File: src/rtl/intdiv_otfc.sv
// On-the-fly SD2 -> two's complement quotient conversion with final sign correction.
// Latency: N+2 cycles start->quo_valid with back-to-back digits; each stall adds one.
// Backpressure: none; stalls when dig_valid/fix_valid are low, never times out.
module intdiv_otfc #(
    parameter int N = 16
) (
    input  logic         clk,
    input  logic         rst,
    input  logic         start,
    input  logic         dig_valid,
    input  logic [1:0]   dig,
    input  logic         fix_valid,
    input  logic [1:0]   fix_sign,
    output logic         busy,
    output logic         quo_valid,
    output logic [N:0]   quo
);
    localparam int CW = $clog2(N + 1);

    typedef enum logic [1:0] {IDLE, CONV, FIX, DONE} state_t;

    state_t          state, state_nxt;
    logic [N:0]      q, qm, q_nxt, qm_nxt, quo_nxt;
    logic [CW-1:0]   cnt, cnt_nxt;

    always_comb begin
        state_nxt = state;
        q_nxt     = q;
        qm_nxt    = qm;
        cnt_nxt   = cnt;
        quo_nxt   = quo;
        case (state)
            IDLE, DONE: begin
                state_nxt = (state == DONE) ? IDLE : state;
                if (start) begin
                    q_nxt     = '0;
                    qm_nxt    = '1;
                    cnt_nxt   = '0;
                    state_nxt = CONV;
                end
            end
            CONV: begin
                if (dig_valid) begin
                    // Both candidates are built by appending a bit: no carry chain.
                    case (dig)
                        2'b10: begin
                            q_nxt  = {q[N-1:0], 1'b1};
                            qm_nxt = {q[N-1:0], 1'b0};
                        end
                        2'b01: begin
                            q_nxt  = {qm[N-1:0], 1'b1};
                            qm_nxt = {qm[N-1:0], 1'b0};
                        end
                        default: begin
                            q_nxt  = {q[N-1:0], 1'b0};
                            qm_nxt = {qm[N-1:0], 1'b1};
                        end
                    endcase
                    cnt_nxt = cnt + 1'b1;
                    if (cnt == CW'(N - 1)) state_nxt = FIX;
                end
            end
            FIX: begin
                if (fix_valid) begin
                    quo_nxt   = (fix_sign == 2'b01) ? qm : q;
                    state_nxt = DONE;
                end
            end
            default: state_nxt = IDLE;
        endcase
    end

    always_ff @(posedge clk) begin
        if (rst) begin
            state     <= IDLE;
            q         <= '0;
            qm        <= '0;
            cnt       <= '0;
            quo       <= '0;
            busy      <= 1'b0;
            quo_valid <= 1'b0;
        end else begin
            state     <= state_nxt;
            q         <= q_nxt;
            qm        <= qm_nxt;
            cnt       <= cnt_nxt;
            quo       <= quo_nxt;
            // Decoded from next state so the outputs come straight from flops.
            busy      <= (state_nxt == CONV) || (state_nxt == FIX);
            quo_valid <= (state_nxt == DONE);
        end
    end
endmodule

File: config.mk
export PLATFORM = sky130hd
export DESIGN_NAME = intdiv_otfc
export DESIGN_NICKNAME = d
export VERILOG_FILES = /design/src/rtl/intdiv_otfc.sv
export SDC_FILE = /design/constraint.sdc
export NUM_CORES = 1
export LEC_CHECK = 0
export ABC_AREA = 0
export ABC_CLOCK_PERIOD_IN_PS = 3800
export BUFFER_PORTS_ARGS = -buffer_cell sky130_fd_sc_hd__buf_2
export CAP_MARGIN = 20
export CORE_ASPECT_RATIO = 0.9
export CORE_MARGIN = 8
export CORE_UTILIZATION = 50
export DETAILED_ROUTE_END_ITERATION = 10
export PLACE_DENSITY_LB_ADDON = 0.1
export SYNTH_ARGS = -nofsm -noshare
export SYNTH_HDL_FRONTEND = slang
export SYNTH_SLANG_ARGS = --single-unit
File: constraint.sdc
create_clock -name clk -period 3.8 [get_ports clk]
set_input_delay 0.57 -clock clk [delete_from_list [all_inputs] [get_ports clk]]
set_output_delay 0.57 -clock clk [all_outputs]
set_load 0.05 [all_outputs]
Yosys cells after proc, flatten, opt, wreduce, memory -nomap -nowiden
Cells that the tools add are included.
Widths: inputs -> output; s select.
{"block": "classes", "add_sub_neg": 1, "n_eq_ne": 12, "muxes": 18, "n_reduce_logical": 6}
{"cell": "$pmux 17 s2", "count": 4}
{"cell": "$mux 17", "count": 5}
{"cell": "$eq 2x2->1 const B", "count": 5}
{"cell": "$mux 2", "count": 5}
{"cell": "$mux 5", "count": 2}
{"cell": "$pmux 5 s2", "count": 1}
{"cell": "$eq 2x1->1 const B", "count": 4}
{"cell": "$pmux 2 s3", "count": 1}
{"cell": "$add 5x1->5 const B", "count": 1}
{"cell": "$eq 5x4->1 const B", "count": 1}
{"cell": "$ne 2x2->1 const B", "count": 2}
{"cell": "$reduce_and 3->1", "count": 1}
{"cell": "$logic_not 2->1", "count": 1}
{"cell": "$reduce_and 2->1", "count": 1}
{"cell": "$reduce_bool 2->1", "count": 1}
{"cell": "$reduce_or 2->1", "count": 1}
{"cell": "$logic_or 1x1->1", "count": 1}
{"block": "word_totals", "ff_bits": 60, "in_bits": 9, "out_inout_bits": 19, "elab_cells": 44}

Depth between registers and ports, before layout
{"block": "depth", "ltp_word": 6, "ltp_mapped": 9, "mapped_depth_nobuf": 8}

Worst setup path after synthesis
Ideal clock, no wire load.
{"block": "synth_path", "kind": "input to register", "from": "in dig[0]", "to": "reg qm[1]", "setup_ns": 0.150, "arrival_ns": 1.764, "required_time_ns": 3.650, "setup_slack_ns": 1.886, "path_stages": 7, "path_buffers": 2, "path_cell_list": "inv_1 ha_1 or2_2 clkbuf_1 buf_2 a22oi_1 a221oi_2"}
{"block": "synth_via", "elab_chain_len": 4, "elab_cells_between_ends": 5, "classes_between": "eq/ne: 2; mux: 3"}
{"element": "start: declaration", "line": "11", "source": "input logic [1:0] dig,"}
{"element": "$eq 2x1->1 / $eq 2x2->1 (equally long branches)", "line": "45", "source": "case (dig)"}
{"element": "$pmux 17 s2 (*)", "line": "45"}
{"element": "$mux 17 (*)", "line": "43", "source": "if (dig_valid) begin"}
{"element": "$pmux 17 s2 (*)", "line": "32", "source": "case (state)"}
{"element": "end signal: assignment", "line": "85", "source": "qm <= qm_nxt;"}
{"element": "end: declaration", "line": "23", "source": "logic [N:0] q, qm, q_nxt, qm_nxt, quo_nxt;"}
Every way passes the cells marked *; elsewhere a longest branch is shown, timed or not. The select of a mux whose other input is x is not followed.
A chain may end at the register's enable or synchronous reset.

Worst setup path after layout
{"block": "layout_path", "from": "reg state[0]", "to": "reg qm[12]"}
{"block": "layout_via", "elab_chain_len": 4, "elab_cells_between_ends": 9, "classes_between": "eq/ne: 4; mux: 1; reduce/logical: 4"}
{"element": "start: declaration", "line": "22", "source": "state_t state, state_nxt;"}
{"element": "start signal: assignment", "line": "83", "source": "state <= state_nxt;"}
{"element": "$eq 2x2->1 / $logic_not 2->1 (equally long branches)", "line": "32"}
{"element": "$reduce_or 2->1", "line": "32"}
{"element": "$ne 2x2->1 (no source line) / $reduce_bool 2->1 (equally long branches)"}
{"element": "$reduce_and 3->1 (no source line)"}
Several ways; a longest one is shown, not always the timed one.

==> summary.txt <==
Hold path
  – Worst hold path class: register to register
  – Hold Path Sink: qm[16]
  – WHS Path Cells: 2
  – Min-delay src: qm[16]

Route
  – Routed WL per cell: about 16 um
  – Ratio of routed vias to standard cells: about 5.9
  – DRC errors left: 0
  – DR pass1 iterations: 4
  – DR vias: about 2500
  – Total Wirelength: approximately 6700 um
  – First DRT Iteration DRCs: about 200
  – Final ANT Viol Nets: 0

Global route
  – Vias in the first global route: between 2000 and 2500
  – Largest net degree at the start of global routing: 44
  – Initial antenna violation count: 0
  – Total track usage: between 10% and 20%
  – Gr ovfl total: 0
  – First-pass GRT wire length: 11500 um

Floorplan
  – # rows: 27
  – DIE WIDTH: 98.2 um
  – Core area: 0.00601 mm^2
  – Die H: between 90 and 100 um
  – Starting Density: between 50% and 60%
  – Die area: 0.00884 mm^2
  – Top-level port count: 28

Clocking
  – Post-CTS setup buffer count: 0
  – Cts bufs inserted: 9
  – CTS resizes: 0
  – Hold_buf cts: 0
  – CTS tree: done
  – Worst skew pair latency: between 0.3 and 0.4 ns
  – CTS Sinks: 60
  – CTS root buffer: clkbuf_8
  – CTS clk-pin slew, worst paths: approximately 0.07 ns
  – CTS max path bufs: 2
  – H-Tree Depth: 3

Critical path
  – Crit. path cell count: 6
  – Reg2Reg Depth: 6
  – Largest delay share family, worst path: simple AND/OR/NAND/NOR gates
  – Worst path max stage delay: between 0.6 and 0.7 ns
  – Worst reg2reg startpoint: state[0]
  – Req. time, crit path: 3.98 ns
  – CP Cell Sequence: inv_1, ha_1, mux2i_1, buf_4, or2_1, a221oi_1
  – Crit-path slowest cell: or2_1
  – Startpoint types: register
  – R2R Setup Slk: about 1.5 ns
  – Worst Path Buf+Inv: 2
  – R2r endpoint: qm[12]
  – Data arrival, critical path: ~2.5 ns
  – Critical path peak fanout: 25
  – Endpoint type of the worst setup path: register
  – WS Path Type: register to register

Layout
  – # fillers: between 500 and 600
  – Ant. Diodes: 0
  – Synthesis-to-finish area growth: 11.4%
  – Share of layout cells above drive strength 1: around 18%
  – Final nets: approximately 360

STA
  – Setup TNS: 0 ns
  – Fmax: roughly 430 MHz
  – Setup violators final: 0
  – Min Hold Slack: 0.477 ns
  – Worst Clk Skew: roughly 0.0082 ns
  – Fin crit period: approximately 2.3 ns
  – Final period util: 61.8%
  – Worst-margin pin slew: about 1.1 ns
  – Pins over their slew limit: 0
  – Setup repair after global routing missed its margin: no
  – Slew HR: around 25%
  – Final hold violations: 0

Yosys
  – Post-Syn Nets: approximately 350
  – Cell Area, Synth: approximately 0.0030 mm^2
  – Synth Area in Adders: ~3.3%
  – Post-synth top area cell: dfxtp_1
  – Share of the synthesized area in the top cell type: roughly two fifths
  – Largest family of logic cells by synthesized area: compound AO/OA/AOI/OAI gates
  – Synthesized area per cell: ~9 um^2
  – Sequential element share of the synthesized area: roughly two fifths
  – Syn Inst Count: 337
  – Synth top area cells: dfxtp_1 39%, o21ai_0 6.3%, mux2i_1 5.9%
  – Flop and latch count out of synthesis: 60
  – Cell variety after synth: 33
  – Mux cell area share after synthesis: between 5 and 6%
  – Post-Synth Simple-Gate Area: about 11%
  – Yosys warns: 0
  – Asr flop ratio synth: 0%
  – Top FF cell, synth: dfxtp_1
  – XOR/XNOR share of the synthesized area: 0%
  – Synth Area in Compound Gates: 31.7%
  – Post-synth EDFFs: 0

Run
  – Max-cap viol count: 0

Pwr
  – Worst VDD drop: between 500 and 600 uV
  – PD cells: ~780 mW/mm^2
  – Leak: roughly 1.2 nW

Placed design
  – Post-DP HPWL: roughly 4400 um
  – Gpl congestion: between 0.7 and 0.8
  – IO Port Bufs: 27

Run status
  – Status: completed
## cell usage in the layout (no fill, tap or decap), types with 2 or more instances in the layout
cell / count
dfxtp_1: 60
buf_4: 6
a221oi_2: 10
a21oi_1: 23
inv_1: 23
buf_2: 27
and2_1: 2
nand3b_1: 16
or4_1: 2
clkbuf_8: 10
nand3_1: 3
or3_1: 2
a211o_1: 16
nor2b_1: 4
o21ai_0: 38
a221oi_1: 6
mux2i_1: 18
nand2_1: 2
ha_1: 8
a211oi_1: 20
a22oi_1: 16
nor2_1: 19
bufinv_16: 3
o31ai_1: 2
nand2b_1: 3
## per-stage QoR
stage	cell area, um^2	std cells	total power, W	worst slack, ns	util, %
final	3390	423	0.00263	1.45	56.4
after CTS	3390	423	0.00265	1.42	56.4
after floorplan	3040	337	0.00178	1.89	-
after global routing	3390	423	0.00281	1.24	56.4
after global placement	3140	407	0.00193	1.44	52.2
after detailed placement	3140	407	0.00193	1.37	52.2
## cell type report
type / count / area, um^2 / share of cell area (%)
clock buffers: 10 / 138 / 4.06
well taps: 72 / 90.1 / 2.66
multi-input cells: 219 / 1580 / 46.7
flip-flops and latches: 60 / 1200 / 35.4
repair buffers: 33 / 180 / 5.31
clock inverters: 6 / 111 / 3.28
inverters: 23 / 86.3 / 2.55
## tightest hold or removal path, stage by stage (launching register included)
cell	delay [ns]
dfxtp_1	0.32
inv_1	0.05
a221oi_1	0.06
## Yosys cell counts, types with 4 or more instances
cell      count
a221oi_1      6
o21ai_0      38
mux2i_1      18
a21oi_1      23
clkbuf_1     23
nor2b_1       5
nor2_1       19
inv_1        23
a221oi_2     10
a211o_1      16
buf_2         7
buf_6         4
dfxtp_1      60
nand3b_1     16
ha_1          8
a22oi_1      16
a211oi_1     20
## registers in the layout, summed over array words and instances, names as in the netlist
signal	count
q	17
qm	17
quo	17
cnt	5
state	2
busy	1
quo_valid	1
## where the power goes
part / switching, W / internal [W] / leakage (nW)
clock network: 0.000263 / 0.000453 / 0.122
registers: 0.000136 / 0.000787 / 0.490
logic: 0.000653 / 0.000340 / 0.604
total: 0.00105 / 0.00158 / 1.22
## metal layers
| metal | up-vias | part of all wire [%] | track usage [%] |
|---|---|---|---|
| met5 | - | 0 | 0 |
| met1 | 1158 | 51 | 21.7 |
| li1 | 1267 | - | - |
| met4 | 0 | 0.61 | 3.83 |
| met3 | 5 | 6.4 | 6.55 |
| met2 | 62 | 42 | 21.6 |
## worst max path at each step
stage | startpoint | endpoint | slack [ns]
global route | state[0] | qm[12] | 1.24
floorplan | dig[0] | qm[1] | 1.89
detailed placement | dig[0] | qm[10] | 1.37
global placement | dig[0] | qm[10] | 1.44
finish | state[0] | qm[12] | 1.45
CTS | state[0] | qm[12] | 1.42
## kinds of logic after synthesis
kind of cell,count (synthesis)
AND/OR/NAND/NOR,58
buffers and inverters,58
flip-flops,60
adder cells (fa/ha/maj),8
AO/OA/AOI/OAI,135
multiplexers,18
No activity file was read; power rests on OpenSTA's default activity.
